<file path="src/rtl/reg_lock_arbiter.sv">
`default_nettype none
// ============================================================================
// Module   : reg_lock_arbiter
// Purpose  : Round-robin arbiter that owns the shared register lock table for
//            the issue-side grant checkers. Optional macro: REG_LOCK_PERF_EN
//            adds a saturating conflict counter output.
// Revision : 1.0 - initial release
// ============================================================================
module reg_lock_arbiter #(
    parameter int NUM_REQ = 4,
    parameter int NR      = 64
) (
    input  logic                         clk_i,
    input  logic                         arst_ni,
    input  logic [NUM_REQ-1:0]           req_i,
    input  logic [NR-1:0]                lock_set_i [NUM_REQ],
    output logic [NUM_REQ-1:0]           gnt_o,
    input  logic [NR-1:0]                unlock_i,
    input  logic                         flush_i,
    output logic [NR-1:0]                locks_o,
    output logic [$clog2(NUM_REQ)-1:0]   rr_ptr_o
`ifdef REG_LOCK_PERF_EN
    ,
    output logic [31:0]                  conflict_cnt_o
`endif
);

    localparam int PW = $clog2(NUM_REQ);

    logic [NR-1:0]      locks_q, locks_d;
    logic [PW-1:0]      rr_ptr_q, rr_ptr_d;
    logic [NUM_REQ-1:0] elig;
    logic               found;
    logic [PW-1:0]      winner;
    logic               grant;

    // A register released by writeback this cycle already counts as free.
    always_comb begin
        elig = '0;
        for (int i = 0; i < NUM_REQ; i++) begin
            elig[i] = req_i[i] & ~|(lock_set_i[i] & locks_q & ~unlock_i);
        end
    end

    always_comb begin
        logic [PW:0] sum;
        sum    = '0;
        found  = 1'b0;
        winner = rr_ptr_q;
        for (int k = 0; k < NUM_REQ; k++) begin
            sum = {1'b0, rr_ptr_q} + (PW+1)'(k);
            if (sum >= (PW+1)'(NUM_REQ)) begin
                sum = sum - (PW+1)'(NUM_REQ);
            end
            if (!found && elig[sum[PW-1:0]]) begin
                found  = 1'b1;
                winner = sum[PW-1:0];
            end
        end
    end

    assign grant = found & ~flush_i & arst_ni;

    always_comb begin
        gnt_o = '0;
        if (grant) begin
            gnt_o[winner] = 1'b1;
        end
    end

    always_comb begin
        locks_d  = locks_q;
        rr_ptr_d = rr_ptr_q;
        if (flush_i) begin
            locks_d = '0;
        end else begin
            locks_d = locks_q & ~unlock_i;
            if (grant) begin
                locks_d  = locks_d | lock_set_i[winner];
                rr_ptr_d = (winner == PW'(NUM_REQ-1)) ? '0 : winner + 1'b1;
            end
        end
        locks_d[0] = 1'b0;
    end

    always_ff @(posedge clk_i or negedge arst_ni) begin
        if (!arst_ni) begin
            locks_q  <= '0;
            rr_ptr_q <= '0;
        end else begin
            locks_q  <= locks_d;
            rr_ptr_q <= rr_ptr_d;
        end
    end

    assign locks_o  = locks_q;
    assign rr_ptr_o = rr_ptr_q;

`ifdef REG_LOCK_PERF_EN
    logic [31:0] cnt_q, cnt_d;
    logic        conflict;

    // Contention: several requesters at once, or someone waiting with no winner.
    assign conflict = ~flush_i & (($countones(req_i) >= 2) | ((|req_i) & ~found));

    always_comb begin
        cnt_d = cnt_q;
        if (conflict && (cnt_q != 32'hFFFF_FFFF)) begin
            cnt_d = cnt_q + 32'd1;
        end
    end

    always_ff @(posedge clk_i or negedge arst_ni) begin
        if (!arst_ni) begin
            cnt_q <= '0;
        end else begin
            cnt_q <= cnt_d;
        end
    end

    assign conflict_cnt_o = cnt_q;
`endif

endmodule
`default_nettype wire

</file>
<file path="config.mk">
export PLATFORM = sky130hd
export DESIGN_NAME = reg_lock_arbiter
export DESIGN_NICKNAME = d
export VERILOG_FILES = /design/src/rtl/reg_lock_arbiter.sv
export SDC_FILE = /design/constraint.sdc
export NUM_CORES = 1
export LEC_CHECK = 0
export CORE_AREA = 4 4 151 153
export CTS_CLUSTER_DIAMETER = 80
export DETAILED_ROUTE_END_ITERATION = 7
export DIE_AREA = 0 0 155 157
export PLACE_DENSITY = 0.87
export SYNTH_ARGS = -nofsm -noshare
export SYNTH_HDL_FRONTEND = slang
export SYNTH_SLANG_ARGS = --single-unit
</file>
<file path="constraint.sdc">
create_clock -name clk_i -period 3.3 [get_ports clk_i]
set_clock_uncertainty 0.15 [all_clocks]
set_input_delay 0.66 -clock clk_i [delete_from_list [all_inputs] [get_ports clk_i]]
set_output_delay 0.66 -clock clk_i [all_outputs]
set_load 0.02 [all_outputs]
</file>
==> results of run 1 <==
==> worst paths after layout <==
kind                       slack [ns]     endpoint           from
max                             -0.60     gnt_o[2]   unlock_i[40]
min                              0.44  locks_o[57]        arst_ni
max reg2reg                     -0.27   locks_o[7]    locks_o[25]
min reg2reg                      0.54  rr_ptr_o[1]    rr_ptr_o[1]
max in group asynchronous        1.88  locks_o[33]        arst_ni
min in group clk_i               0.53   locks_o[1]  lock_set_i[1]
==> logic make-up after synthesis <==
group           share of synthesized area
flops                               0.205
compound gates                      0.164
fa+ha+maj                         0.00632
mux                                 0.113
simple gates                        0.477
buf+inv                            0.0335
other cells                      0.000474
==> layout by cell type (no fill, tap or decap), types with 3 or more instances in the layout <==
master and count:
clkinv_2 3, a211o_1 63, dlygate4sd2_1 172, nand4_1 129
nor3b_1 63, and2_4 5, buf_2 46, mux2_1 11
buf_12 10, nor4_1 11, ha_4 4, nor4_2 16
buf_6 27, o21ai_0 64, a21oi_1 65, nand3_1 63
diode_2 3, clkbuf_16 14, clkdlybuf4s50_1 72, clkbuf_2 10
dfrtp_1 65, buf_4 345, nand3b_1 252, clkdlybuf4s15_1 63
clkdlybuf4s15_2 15, buf_16 4, nor4_4 5, mux2_4 52
dlymetal6s2s_1 5
==> report_power, final <==
group          switching [mW]  total, mW  leakage, nW  internal (mW)
registers               0.150       1.09        0.885          0.938
logic                    4.06       7.94         6.39           3.88
clock network           0.436       1.09        0.152          0.659
==> timing repair <==
item | CTS | global route
cloned | 2 | 5
endpoints found under the setup margin | 68 | 67
pin swaps | 225 | 46
endpoints found under the hold margin | 0 | 0
resized for setup | 613 | 70
hold buffers | 0 | 0
setup buffers | 112 | 23
==> through the flow <==
step	power (mW)	instance area [µm²]
2_1_floorplan	4.84	7930
3_3_place_gp	7.23	13900
3_5_place_dp	7.34	13900
4_1_cts	9.23	15100
5_1_grt	10.4	15400
6_report	10.1	15400
==> sequential cells by signal, summed over array words and instances, names as in the netlist <==
signal and count:
rr_ptr_o 2, locks_o 63
==> critical path: stages <==
cell and delay [ns]:
buf_2 0.11, buf_4 0.12, nand3b_1 0.23, nand4_1 0.20, nor4_2 0.34, nand4_1 0.21, buf_4 0.20, nor3_2 0.15
a311o_1 0.17, and2_4 0.22, inv_4 0.06, ha_4 0.16, and2_4 0.13, buf_6 0.12
==> cell type report <==
class	instances	area [µm²]
multi-input cells	824	6370
clock buffers	10	229
diodes	3	7.51
repair buffers	774	6700
inverters	3	16.3
clock inverters	6	82.6
fillers	1732	6170
flip-flops and latches	65	1630
well taps	280	350
==> per-layer routing <==
metal | GRT usage | share of wire | wire length [µm]
met1 | 0.517 | 0.34 | 19100
met2 | 0.671 | 0.43 | 24100
met3 | 0.108 | 0.15 | 8180
met4 | 0.242 | 0.079 | 4410
met5 | 0 | 0.00020 | 11
==> results.toml, run 1 <==
[logic_synthesis]
synth_common_cells = "nand3b_1 (252), nand4_1 (129), a21oi_1 (65), dfrtp_1 (65), o21ai_0 (65)"
avgSynthCellArea_um2 = 8.39
syn_area_um2 = 7920
synth_top_area_share = 0.239
synth_top_area_cell = "nand3b_1"
yosys_warnings = 0
synth-edff-count = 0
synth_most_common_cell = "nand3b_1"
synth_cells = 944
synth_seq_area_share = 0.205
syn-num-nets = 1275
synth_ff_type = "dfrtp_1"
async_flop_share = 1.00
synth.area.top_cells = "nand3b_1 (24%), dfrtp_1 (21%), nand4_1 (10%)"
ys_ff_latch = 65
netlist-cell-type-count = 35

[critical_path]
critPathMaxFanout = 4
arrival_ns = 3.09
end_kind = "primary output"
crit_type = "in -> out"
cp-start-kind = "primary input"
reg2regPathDepth = 14
crit_required_ns = 2.49

[timing]
worstMarginPinSlew_ns = 1.05
setup_viol = 67
min_period_ns = 3.90
rsz0062_at_grt = "yes"
worst_slack_ns = -0.601
whs_ns = 0.440
slew_headroom = 0.299
maxSlewViolCount = 0
fin_crit_sh = 1.18
max_freq_mhz = 256
fin_tns_setup_ns = -17.97
hold_viol_final = 0

[cts]
clk_latency_ns = 0.36
cts_htree_levels = 3
cts_tree = "built"
cts_root_buffer = "clkbuf_16"
numCtsBuffers = 9
cts_buffer_depth = 2
path_clk_slew_ns = 0.06
cts.sinks = 65

[power_and_ir_drop]
power_density_nw_per_um2 = 658
peakVddDrop_mv = 0.708
power.leakage_nw = 7.42

[die]
die_height_um = 157
die_x_um = 155
die_area_um2 = 24300
initial_core_util = 0.367
rows = 54
coreArea_um2 = 21600
io_pins = 397

[detailed_routing]
drt_iter0_drc = 1902
viasPerCell = 6.55
vias = 12876
drtPass1Iterations = 6
routed_wl_mm = 55.8
wl_per_cell_um = 28.4
drc = 0
drtAntennaViolNets = 0

[flow_run]
maxCapViolCount = 0

[final_layout]
final_cells = 1965
nets = 2008
final_layout_size_suffix_gt1_frac = 0.341
syn2layout_area_growth_pct = 94.3
fin_util = 0.714

[placement]
pre_cts_slack_ns = -1.43
placed_cells = 1807
gp_congestion = 1.11
dp_hpwl_mm = 41.9
io_buffer_count = 390

[global_routing]
antenna_found_initial = 4
grt_pass1_vias = 12231
grt-ovfl-total = 0
grt_usage = 0.421
grt_pass1_wl_mm = 77.2
grt_max_degree = 66

[outcome]
status = "finished, violations left"
violations = "negative setup slack"

[hold_path]
holdCritPathClass = "in -> async"
Note: power is estimated with default switching activity, not from simulation.
==> inputs of run 2 (changes only) <==
==> config.mk (replaced) <==
export PLATFORM = sky130hd
export DESIGN_NAME = reg_lock_arbiter
export DESIGN_NICKNAME = d
export VERILOG_FILES = /design/src/rtl/reg_lock_arbiter.sv
export SDC_FILE = /design/constraint.sdc
export NUM_CORES = 1
export LEC_CHECK = 0
export CAP_MARGIN = 0
export CORE_AREA = 4 4 150 152
export CTS_CLUSTER_DIAMETER = 80
export DETAILED_ROUTE_END_ITERATION = 7
export DIE_AREA = 0 0 154 156
export PLACE_DENSITY = 0.88
export SYNTH_ARGS = -nofsm -noshare
export SYNTH_HDL_FRONTEND = slang
export SYNTH_SLANG_ARGS = --single-unit
==> results.toml, run 2 (synthesized netlist as in run 1, its figures left out) <==
[die]
io_pins = 397
die_x_um = 154
rows = 53
coreArea_um2 = 21000
initial_core_util = 0.377
die_area_um2 = 24000
die_height_um = 156

[power_and_ir_drop]
power_density_nw_per_um2 = 625
clkPwrFrac = 0.108
p_comb_frac = 0.777
peakVddDrop_mv = 0.932
switchingPower_mw = 4.39
swShare = 0.467
p_int_mw = 5.00
pwr-share-seq = 0.115
power.leakage_nw = 7.24

[final_layout]
largest_register_ffs = 63
seqCellArea_um2 = 1630
final_common_cell = "buf_4"
nets = 1988
syn2layout_area_growth_pct = 90.0
n_fill_cell = 1716
layout_common_cells = "buf_4 (324), nand3b_1 (252), dlygate4sd2_1 (163)"
multi_input_area_um2 = 6350
fin_util = 0.716
final_layout_size_suffix_gt1_frac = 0.349

[cts]
cts_root_buffer = "clkbuf_16"
numCtsBuffers = 9
cts.sinks = 65
cts_buffer_depth = 2
cts_htree_levels = 3
cts_tree = "built"
path_clk_slew_ns = 0.06
clk_latency_ns = 0.35

[critical_path]
critPathMaxFanout = 4
crit_required_ns = 2.49
cp-start-kind = "primary input"
arrival_ns = 2.97
crit_type = "in -> out"
end_kind = "primary output"

[timing]
setup_viol = 67
min_period_ns = 3.78
maxSlewViolCount = 0
fin_crit_sh = 1.14
slew_headroom = 0.402
worst_slack_ns = -0.478
max_freq_mhz = 265
hold_viol_final = 0
worstMarginPinSlew_ns = 0.897
rsz0062_at_grt = "yes"

[detailed_routing]
drc = 0
viasPerCell = 6.55
vias = 12704
routed_wl_mm = 55.8
drt_iter0_drc = 1750
drtPass1Iterations = 6
drtAntennaViolNets = 0
wl_per_cell_um = 28.8

[global_routing]
grt_max_degree = 64
grt-ovfl-total = 0
grt_pass1_vias = 12549
grt_usage = 0.440
antenna_found_initial = 4
grt_pass1_wl_mm = 80.2

[placement]
pre_cts_slack_ns = -1.43
gp_congestion = 1.11
io_buffer_count = 390
dp_hpwl_mm = 44.3

[hold_path]
holdCritPathClass = "in -> async"

[outcome]
violations = "negative setup slack"
status = "finished, violations left"

[flow_run]
maxCapViolCount = 0
## run 2: changes by cell type in the layout (fill, tap and decap cells not counted), sizes merged, moves of 4 or more
cell | previous run | this run
buf | 432 | 442
clkbuf | 25 | 16
dlygate4sd2 | 172 | 163
dlymetal6s2s | 5 | 0
clkdlybuf4s15 | 78 | 74
## run 2: power by group through the flow
| stage | logic [mW] | clock network, mW | registers (mW) |
|---|---|---|---|
| after CTS | 6.95 | 1.02 | 1.07 |
| after detailed placement | 6.17 | 0 | 1.08 |
| after global placement | 6.11 | 0 | 1.07 |
| after floorplan | 3.58 | 0 | 1.26 |
| after global routing | 7.51 | 1.06 | 1.10 |
| final | 7.30 | 1.02 | 1.08 |
## run 2: path summary, 6_finish.rpt
kind	startpoint	endpoint	cells after the start	slack (ns)
worst min register to register	rr_ptr_o[1]	rr_ptr_o[1]	2	0.54
worst max register to register	locks_o[25]	locks_o[35]	14	-0.26
max in group asynchronous	arst_ni	locks_o[43]	3	1.65
worst max-delay path	unlock_i[47]	gnt_o[3]	15	-0.48
worst min-delay path	arst_ni	locks_o[53]	2	0.40
min in group clk_i	lock_set_i[60]	locks_o[60]	3	0.50
## run 2: worst max-delay path, stage by stage
cell and delay (ns):
buf_6 0.08, buf_4 0.10, nand3b_1 0.24, nand4_1 0.19, nor4_2 0.32, buf_4 0.16
nand4_1 0.10, buf_6 0.16, a2bb2oi_4 0.18, a2bb2oi_4 0.20, nand2_4 0.10, inv_4 0.10
ha_4 0.13, and2_4 0.12, buf_6 0.11
## run 2: area by class of cell
| class | count | share of cell area |
|---|---|---|
| Clock inverter | 3 | 0.00266 |
| Antenna cell | 4 | 0.000665 |
| Tap cell | 275 | 0.0229 |
| Clock buffer | 13 | 0.0166 |
| Inverter | 3 | 0.00108 |
| Sequential cell | 65 | 0.108 |
| Timing Repair Buffer | 754 | 0.426 |
| Multi-Input combinational cell | 824 | 0.422 |
## run 2: repair_timing
item / CTS / global route
setup endpoints to repair: 68 / 67
buffers inserted: 101 / 7
pin swaps: 255 / 19
gates cloned: 2 / 0
hold buffers: 0 / 0
gates resized for setup: 742 / 17
## run 2: per-stage QoR
stage / cell area [µm²] / setup TNS [ns] / cells / total power [mW] / hold slack, ns
2_1_floorplan: 7930 / 0 / 944 / 4.84 / 0.214
3_3_place_gp: 13900 / -69.09 / 1811 / 7.18 / 0.446
3_5_place_dp: 13900 / -69.67 / 1811 / 7.26 / 0.531
4_1_cts: 15000 / -4.56 / 1930 / 9.04 / 0.405
5_1_grt: 15000 / -16.45 / 1940 / 9.66 / 0.440
6_report: 15000 / -13.72 / 1941 / 9.40 / 0.402
## run 2: layer usage
layer  share of wire  global-route usage
met1            0.36               0.535
met2            0.44               0.697
met3            0.13               0.129
met4           0.072               0.249
met5         0.00021                   0
==> inputs of run 3 (changes only) <==
--- a/config.mk
+++ b/config.mk
@@ -6,11 +6,11 @@
 export NUM_CORES = 1
 export LEC_CHECK = 0
 export CAP_MARGIN = 0
-export CORE_AREA = 4 4 150 152
+export CORE_MARGIN = 4
+export CORE_UTILIZATION = 35
 export CTS_CLUSTER_DIAMETER = 80
 export DETAILED_ROUTE_END_ITERATION = 7
-export DIE_AREA = 0 0 154 156
-export PLACE_DENSITY = 0.88
+export PLACE_DENSITY = 0.83
 export SYNTH_ARGS = -nofsm -noshare
 export SYNTH_HDL_FRONTEND = slang
 export SYNTH_SLANG_ARGS = --single-unit
==> constraint.sdc (replaced) <==
create_clock -name clk_i -period 3.3 [get_ports clk_i]
set_clock_uncertainty 0.15 [all_clocks]
set_input_delay 0.33 -clock clk_i [delete_from_list [all_inputs] [get_ports clk_i]]
set_output_delay 0.33 -clock clk_i [all_outputs]
set_load 0.02 [all_outputs]
==> results.toml, run 3 (synthesized netlist as in run 1, its figures left out) <==
[detailed_routing]
viasPerCell = 6.63
wl_per_cell_um = 30.6
drtAntennaViolNets = 0
drt_iter0_drc = 1635
routed_wl_mm = 57.7
drtPass1Iterations = 5
vias = 12518
drc = 0

[hold_path]
holdCritPathClass = "in -> async"

[final_layout]
syn2layout_area_growth_pct = 94.2
nets = 1932
final_cells = 1888
final_layout_size_suffix_gt1_frac = 0.272
largest_register_ffs = 63
layout_common_cells = "clkdlybuf4s50_1 (347), buf_4 (265), nand3b_1 (252)"
final_common_cell = "clkdlybuf4s50_1"
n_fill_cell = 1753
finalInstanceArea_um2 = 15400

[outcome]
violations = "negative setup slack"
status = "finished, violations left"

[cts]
clk_latency_ns = 0.35
numCtsBuffers = 9
path_clk_slew_ns = 0.07
cts_hold_buffers = 0
cts_buffer_depth = 2
cts_root_buffer = "clkbuf_16"
cts.sinks = 65
cts_htree_levels = 3
cts_tree = "built"

[timing]
hold_viol_final = 0
rsz0062_at_grt = "yes"
min_period_ns = 3.58
max_freq_mhz = 279
maxSlewViolCount = 0
worstMarginPinSlew_ns = 0.905
slew_headroom = 0.397
fin_crit_sh = 1.09
worst_slack_ns = -0.281
setup_viol = 67

[critical_path]
worstPathCellList = "buf_6, nand3b_1, nand4_1, nor4_4, nand4_1, a2bb2oi_4, a2bb2oi_4, nand2_4, ha_2, and2_1, buf_6"
cpPeakStageDelay_ns = 0.42
cp-start-kind = "register"
r2r_slack_ns = -0.21
crit_required_ns = 2.82
end_kind = "primary output"
crit_slowest_cell = "nor4_4"
arrival_ns = 3.10
r2r_end = "locks_o[25]"
reg2regPathDepth = 12
critPathMaxFanout = 7
crit_type = "reg -> out"
r2r_start = "locks_o[25]"

[die]
initial_core_util = 0.359
io_pins = 397
die_x_um = 158
die_area_um2 = 25100
die_height_um = 158
coreArea_um2 = 22000
rows = 54

[power_and_ir_drop]
switchingPower_mw = 4.88
power.leakage_nw = 7.00
pwr-share-seq = 0.106
power_density_nw_per_um2 = 682
clkPwrFrac = 0.103
p_int_mw = 5.60
p_comb_frac = 0.790
peakVddDrop_mv = 0.558
swShare = 0.466

[global_routing]
grt_pass1_wl_mm = 76.5
antenna_found_initial = 2
grt-ovfl-total = 0
grt_pass1_vias = 11863
grt_usage = 0.413
grt_max_degree = 64

[placement]
dp_hpwl_mm = 43.9
io_buffer_count = 390
placed_cells = 1811
gp_congestion = 1.14
placed_area_um2 = 14000

[flow_run]
maxCapViolCount = 0
==> run 3: cell types whose count changed in the layout (fill, tap and decap cells not counted), sizes merged, moves of 2 or more <==
| cell | previous run | this run |
|---|---|---|
| dlymetal6s2s | 0 | 17 |
| dlygate4sd2 | 163 | 20 |
| clkdlybuf4s15 | 74 | 0 |
| clkdlybuf4s50 | 71 | 347 |
| clkbuf | 16 | 22 |
| buf | 442 | 306 |
| diode | 4 | 2 |
==> run 3: worst max-delay path by stage <==
stage	startpoint	end	slack [ns]
CTS	unlock_i[63]	locks_o[63]	-0.11
detailed placement	unlock_i[28]	gnt_o[2]	-0.86
global placement	unlock_i[28]	gnt_o[2]	-0.84
floorplan	locks_o[34]	locks_o[15]	0.42
global route	locks_o[47]	gnt_o[2]	-0.34
finish	locks_o[25]	gnt_o[0]	-0.28
==> run 3: cell type report <==
type                    count  area (µm²)  area share
well taps                 280         350      0.0228
multi-input cells         824        6400       0.416
clock inverters             2        35.0     0.00228
inverters                   3        18.8     0.00122
flip-flops and latches     65        1630       0.106
clock buffers              14         274      0.0178
repair buffers            698        6670       0.433
diodes                      2        5.00    0.000325
==> run 3: worst max-delay path: cells and delay by family (launching register included) <==
kind / cells / cell delay (ns)
AOI/OAI and AO/OA: 2 / 0.44
adders and majority gates: 1 / 0.20
buffers and inverters: 2 / 0.26
DFF: 1 / 0.41
and+or+nand+nor: 6 / 1.41
==> run 3: routing by layer <==
layer  track usage  share of wire  vias to the layer above  wire (µm)
met5             0        0.00023                        -         13
met4         0.216          0.076                        2       4390
met3         0.115           0.14                      279       7930
met2         0.651           0.43                     1102      24700
met1         0.515           0.36                     5957      20700
li1              -              -                     5178          -
==> run 3: power groups by stage <==
stage	sequential (mW)	combinational [mW]	clock, mW
after global placement	1.10	6.10	0
final	1.11	8.28	1.08
after detailed placement	1.12	6.17	0
after floorplan	1.25	3.57	0
after CTS	1.10	6.50	1.08
after global routing	1.13	8.47	1.10
==> run 3: stage by stage <==
step	power, mW	setup TNS (ns)	util	worst slack, ns	hold WS [ns]
after floorplan	4.83	0	-	0.425	-0.116
after global placement	7.21	-47.83	0.635	-0.842	0.436
after detailed placement	7.29	-51.27	0.635	-0.862	0.433
after CTS	8.68	-4.08	0.667	-0.110	0.0577
after global routing	10.7	-15.51	0.698	-0.336	0.0916
final	10.5	-12.54	0.698	-0.281	0.0653
==> run 3: what timing repair did <==
action | in CTS | in global routing
cloned | 0 | 15
buffers inserted | 28 | 16
setup endpoints to repair | 67 | 67
gates resized for setup | 88 | 113
pin swaps | 34 | 22
==> edit: new RTL, flow settings as in run 2 <==
The option `REG_LOCK_PERF_EN` is turned on by a define.
--- a/src/rtl/reg_lock_arbiter.sv
+++ b/src/rtl/reg_lock_arbiter.sv
@@ -8,2 +8,4 @@
 // ============================================================================
+`define REG_LOCK_PERF_EN
+
 module reg_lock_arbiter #(
Behaviour (old outputs only; new: conflict_cnt_o): unchanged (equiv_simple and equiv_induct, registers matched by name and starting in step).
==> edit against run 2 <==
The run still ends with setup timing left. Synthesized area rose by 15%. Wire length shrank 13%. Sequential cell count is 32 higher. Design area hardly changed. Total power is 1.9% lower. Synthesized cell count decreased by 7.0%. Setup slack lost 0.021 ns. Critical endpoint is now gnt_o[2]. Highest routed layer unchanged.
==> edit: results (changes against run 2) <==
[clock_network]
post-cts-setup-buffers = 8  ; -92%
path_clk_slew_ns = 0.09  ; +0.03 ns
clk_latency_ns = 0.37  ; +0.02 ns

[timing]
hold-worst-slack_ns = 0.359  ; -0.0435 ns
setup_slack_ns = -0.500  ; -0.0215 ns
setup_violations = 62  ; -7.5%
fin_tns_setup_ns = -11.07  ; +2.66 ns

[placement]
place_congestion = 0.994  ; -10%
port_buffers = 422  ; +8.2%
pre_cts_ws_ns = -1.41  ; +0.0256 ns
dpl.hpwl_um = 38200  ; -14%

[synth]
yosysUniqueCellTypes = 44  ; +26%
syn_nets = 1212  ; -4.9%
synthCells = 878  ; -7.0%
yosys-top-cells-count = 254 x nand3b_1, 126 x mux2i_1, 97 x dfrtp_1, 66 x nand4_1, 63 x or3b_2
synth-xor-area-share_pct = 2.99  ; +3.0 points
synthTopCellsByArea = dfrtp_1 27%, nand3b_1 21%, mux2i_1 14%

[drt]
dr.pass1.iters = 5  ; -1
wl_per_cell_um = 28.3  ; -1.6%
drt-initial-drc-count = 1052  ; -40%
via_per_inst = 6.24  ; -4.6%

[global_routing]
grtUsageMet2_pct = 62.1  ; -7.7 points
grt_util_met1_pct = 46.9  ; -6.6 points
grt_pass1_vias = 10725  ; -15%
grt_usage_pct = 38.4  ; -5.6 points
grt_start_max_net_pins = 67  ; +4.7%
antenna_found_initial = 20  ; +16

[setup_path]
r2r_setup_slack_ns = -0.24  ; +0.02 ns
regToRegEndpoint = locks_o[19]$_DFF_PN0_
critPathMaxStageDelay_ns = 0.43  ; +0.11 ns
ff2ff_path_depth = 12  ; -2
worstReg2RegStart = locks_o[36]$_DFF_PN0_
worst_path_max_delay_cell = clkdlybuf4s50_1
worst-path-max-fanout = 6  ; +2

[layout]
stdcell_count = 1715  ; -12%
multi_input_area_share_pct = 43.1  ; +0.85 points
layout.non_clock_buffers = 566  ; -25%
final_util_pct = 71.5  ; about the same
drive_gt1_share_pct = 26.1  ; -8.8 points
n_fill_cell = 1611  ; -6.1%
bufAreaShareNonClock_pct = 35.9  ; -6.7 points
diodes = 20  ; +16
multi_input_gates = 731  ; -11%

[run_status]
failed_checks = setup timing
status = complete, but fails checks

[power]
p_leak_nw = 7.06  ; -2.5%

==> edit: cell count changes after synthesis, moves of 50 or more <==
| cell | delta |
|---|---|
| nand3_1 | -54 |
| a21oi_1 | -62 |
| o221ai_2 | +59 |
| nor3b_1 | -63 |
| o21ai_0 | -63 |
| or3b_2 | +63 |
| mux2i_1 | +126 |
| mux2_4 | -50 |
| nand4_1 | -63 |
| a211o_1 | -63 |
==> edit: power groups by stage <==
stage,clock network (mW),logic (mW),registers (mW)
floorplan,0,3.86,1.80
global placement,0,5.41,1.60
detailed placement,0,5.50,1.61
CTS,1.15,6.27,1.59
global route,1.20,6.72,1.63
finish,1.16,6.45,1.61
==> edit: routing by layer <==
layer | share of wire (%) | vias up
met5 | 0.039 | -
met4 | 5.3 | 2
met3 | 10 | 149
met2 | 47 | 718
met1 | 37 | 5227
li1 | - | 4609
